### src/rtl/udp_perf_pkg.sv
// Shared definitions for the UDP/CMAC perf-test pattern generator and checker:
// stream widths, checker states and the packet pattern/keep helpers.
package udp_perf_pkg;

    localparam int AXIS_TDATA_WIDTH = 512;
    localparam int AXIS_TKEEP_WIDTH = AXIS_TDATA_WIDTH / 8;
    localparam int AXIS_TUSER_WIDTH = 1;
    localparam int SEQ_BYTES        = 4;
    localparam int BEAT_BYTES       = AXIS_TKEEP_WIDTH;

    typedef enum logic [1:0] {
        ST_IDLE = 2'd0,
        ST_RUN  = 2'd1,
        ST_DONE = 2'd2
    } chk_state_e;

    // tkeep of the final beat: low (pkt_size mod 64) bytes, or a full beat.
    function automatic logic [AXIS_TKEEP_WIDTH-1:0] exp_keep(input logic [15:0] pkt_size);
        logic [15:0] rem;
        rem = pkt_size % 16'(BEAT_BYTES);
        if (rem == 16'd0) begin
            return '1;
        end
        return (64'd1 << rem) - 64'd1;
    endfunction

    // Payload byte at packet offset: low byte of (seq + offset).
    function automatic logic [7:0] pattern_byte(input logic [31:0] seq, input logic [15:0] offset);
        return 8'(seq + {16'd0, offset});
    endfunction

endpackage

### src/rtl/axis_beat_pattern_cmp.sv
// Combinational compare of one 64-byte beat against the payload pattern.
// Only kept bytes are compared; the sequence-number bytes of the first beat are skipped.
module axis_beat_pattern_cmp
    import udp_perf_pkg::*;
(
    input  logic [AXIS_TDATA_WIDTH-1:0] tdata_i,
    input  logic [AXIS_TKEEP_WIDTH-1:0] tkeep_i,
    input  logic [31:0]                 seq_i,
    input  logic [15:0]                 beat_idx_i,
    input  logic                        first_i,
    output logic                        mismatch_o
);

    // NOTE: the output gets a default before the loop so no latch is inferred.
    always_comb begin
        mismatch_o = 1'b0;
        for (int b = 0; b < BEAT_BYTES; b++) begin
            if (tkeep_i[b] && !(first_i && (b < SEQ_BYTES)) &&
                (tdata_i[8*b +: 8] != pattern_byte(seq_i, 16'(beat_idx_i * 16'(BEAT_BYTES) + 16'(b))))) begin
                mismatch_o = 1'b1;
            end
        end
    end

endmodule

### config.mk
export PLATFORM = sky130hd
export DESIGN_NAME = axis_beat_pattern_cmp
export DESIGN_NICKNAME = d
export VERILOG_FILES = /design/src/rtl/udp_perf_pkg.sv /design/src/rtl/axis_beat_pattern_cmp.sv
export SDC_FILE = /design/constraint.sdc
export NUM_CORES = 1
export LEC_CHECK = 0
export CORE_AREA = 2 2 244 246
export DETAILED_ROUTE_END_ITERATION = 10
export DIE_AREA = 0 0 246 248
export GPL_ROUTABILITY_DRIVEN = 1
export PLACE_DENSITY = 0.45
export SYNTH_ARGS = -nofsm -noshare
export SYNTH_HDL_FRONTEND = slang
export SYNTH_SLANG_ARGS = --single-unit
### constraint.sdc
create_clock -name vclk -period 9.1
set_input_delay 1.82 -clock vclk [all_inputs]
set_output_delay 1.82 -clock vclk [all_outputs]
set_load 0.01 [all_outputs]
==> out/results.tsv <==
stage	metric	value	unit
timing	fin_ws	0.638	ns
layout	regArea	0	sq um
layout	final_cell_area	17100	sq um
worst_setup_path	cp_data_arrival_time	6.64	ns
worst_setup_path	worst_ep_required_time	7.28	ns
global_route	grt_start_max_net_pins	34	
layout	num-fill-cells	6312	
layout	area_delta_synth_final	67.4	%
layout	drive_gt1_share	5.15	%
cts	post_cts_buffers	0	
floorplanning	rows	89	
route	route.vias.total	12100	
timing	setup_viol	0	
timing	min_period	8.46	ns
place	io_buffers	588	
synth	ys_seq_area_share	0	%
timing	max_clock_freq	118	MHz
cts	postCtsHoldBufs	0	
layout	seq_cells	0	
timing	finalSetupTns	0	ns
worst_setup_path	path_max_fanout	13	
global_route	grt-ovfl-total	0	
run	max_cap_viol_count	0	
status	status	complete, no violations	
global_route	grt_pass1_vias	12500	
synth	synth_cells	1330	
synth	synth.avg_cell_area	7.69	sq um
floorplanning	dieArea	61000	sq um
power	ir_worst_vdd	0.0000274	V
route	via_per_inst	4.53	
timing	whs	5.00	ns
timing	final_max_slew_viol_count	0	
worst_setup_path	path_cells	clkdlybuf4s50_1 > ha_4 > ha_1 > nand2_1 > o211ai_1 > xnor2_1 > o41ai_1 > nand4b_1 > a2111o_1 > nor4b_2 > nand4_1 > clkdlybuf4s50_1	
power	leakage	0.00574	uW
power	power.total	1120	uW
synth	netlist_area	10200	sq um
global_route	global_route.usage.met2	40.5	%
power	p_switching	549	uW
layout	nets	2538	
global_route	grt_pass1_wl	98.1	mm
route	postRouteWirelength	73.6	mm
global_route	met3_usage	4.63	%
power	powerDensity	65.6	nW/um^2
floorplanning	initial_core_util	17.5	%
global_route	grt-busiest-layer	met2	
global_route	grt_usage	22.9	%
power	seqPwrFrac	0	%
global_route	antenna_found_initial	19	
place	place_congestion	0.855	
route	routedWlPerCell	27.6	um
place	dpl_cell_area	17100	sq um
cts	cts_resized	0	
place	dp_hpwl	62.7	mm
floorplanning	num_io_pins	626	
layout	clkbuf_count	0	
route	drt_first_pass_iters	5	
route	drc	0	
timing	hold_viol_final	0	
timing	period_share	93.0	%
timing	rsz0062_at_grt	false	
floorplanning	die_w	246	um
synth	syn_nets	1981	
worst_setup_path	critPathKind	primary input to output pin	
place	dp_slack	0.483	ns
floorplanning	core-area	58500	sq um
power	clockPowerShare	0	%
synth	yosysUniqueCellTypes	79	
floorplanning	fp.dieH	248	um
timing	max_slew.worst_pin.slew	1.05	ns
worst_setup_path	crit_top_cell	clkdlybuf4s50_1	
worst_setup_path	startpoint_type	primary input	
timing	relSlewSlack	30.0	%
power	switching_share	49.0	%
route	drtAntennaViolNets	0	
power	comb_power_share	100.0	%
worst_hold_path	hold_path.class	primary input to output pin	
worst_setup_path	endpoint_kind	output pin	
global_route	gr-usage-met1	29.7	%
power	p_int	573	uW
worst_setup_path	critPathMaxStageDelay	0.62	ns
worst_setup_path	slowest_stage	o41ai_1	
route	drtIter0Drc	485	
synth	synth_warnings	0	
## cells by family (layout without fill, tap and decap cells)
| logic type | after synthesis | in the layout | synth area share, % |
|---|---|---|---|
| multiplexers | 5 | 5 | 0.502 |
| other | 0 | 8 | 0 |
| AO/OA/AOI/OAI | 256 | 256 | 17.4 |
| XOR/XNOR | 679 | 679 | 60.3 |
| adder cells (fa/ha/maj) | 26 | 26 | 3.26 |
| AND/OR/NAND/NOR | 252 | 252 | 13.2 |
| buffers and inverters | 112 | 667 | 5.31 |
## synth_stat cells (8+ instances only)
library cell / count / area, sq um
a21oi_1: 49 / 245
inv_1: 18 / 67.6
xnor2_1: 450 / 3940
o21ai_0: 56 / 280
a31oi_1: 20 / 125
nor4_1: 20 / 125
o41ai_1: 30 / 263
a21boi_0: 9 / 67.6
xor2_1: 211 / 1850
nor3_1: 24 / 120
nand3_1: 47 / 235
o31ai_1: 8 / 60.1
ha_1: 25 / 313
clkbuf_1: 30 / 113
buf_2: 44 / 220
xnor3_1: 10 / 225
a311oi_1: 8 / 70.1
buf_4: 12 / 90.1
nand4_1: 45 / 282
nand2_1: 46 / 173
nor2_1: 26 / 97.6
a21o_1: 9 / 67.6
## path summary, 6_finish.rpt
path	end	start	slack (ns)	cells after the start
max	mismatch_o	beat_idx_i[0]	0.64	12
min	mismatch_o	tkeep_i[26]	5.00	5
## placed cells by master (no fill, tap or decap), types with 8 or more instances in the layout
cell type	count
o31ai_1	8
o41ai_1	30
nor4_1	20
buf_4	64
ha_1	22
clkdlybuf4s50_1	582
a21oi_1	49
xnor2_1	450
nand4_1	45
o21ai_0	56
nand2_1	46
nor3_1	24
nand3_1	47
xor2_1	210
a21o_1	9
a21boi_0	9
nor2_1	26
diode_2	8
inv_1	18
xnor3_1	10
a31oi_1	20
a311oi_1	8
## critical path, delay by kind of cell
family | cells | cell delay [ns]
xor gates and xnor gates | 1 | 0.13
adders and majority gates | 2 | 0.99
buffers and inverters | 2 | 1.08
and+or+nand+nor | 4 | 1.09
AOI/OAI and AO/OA | 3 | 1.50
## area by class of cell
type	count	area, sq um	area share [%]
diodes	8	20.0	0.117
repair buffers	648	6320	36.9
inverters	19	71.3	0.417
well taps	773	967	5.65
multi-input cells	1218	9740	56.9
## per-layer routing
layer	up-vias	part of all wire (%)
met4	24	0.61
met1	5911	44
met5	-	0.21
met2	382	49
li1	5728	-
met3	40	6.9
## per-stage QoR
step / instances / utilization, %
3_5_place_dp: 2658 / 29.2
3_3_place_gp: 2658 / 29.2
5_1_grt: 2659 / 29.2
4_1_cts: 2658 / 29.2
2_1_floorplan: 1330 / -
6_report: 2666 / 29.3
## power by group through the flow
stage	combinational (uW)	clock [uW]	sequential (uW)
after global placement	1120	0	0
final	1120	0.0000632	0
after global routing	1210	0.0000147	0
after floorplan	605	0	0
after CTS	1130	0	0
after detailed placement	1130	0	0
Power figures use the tool's default switching activity.
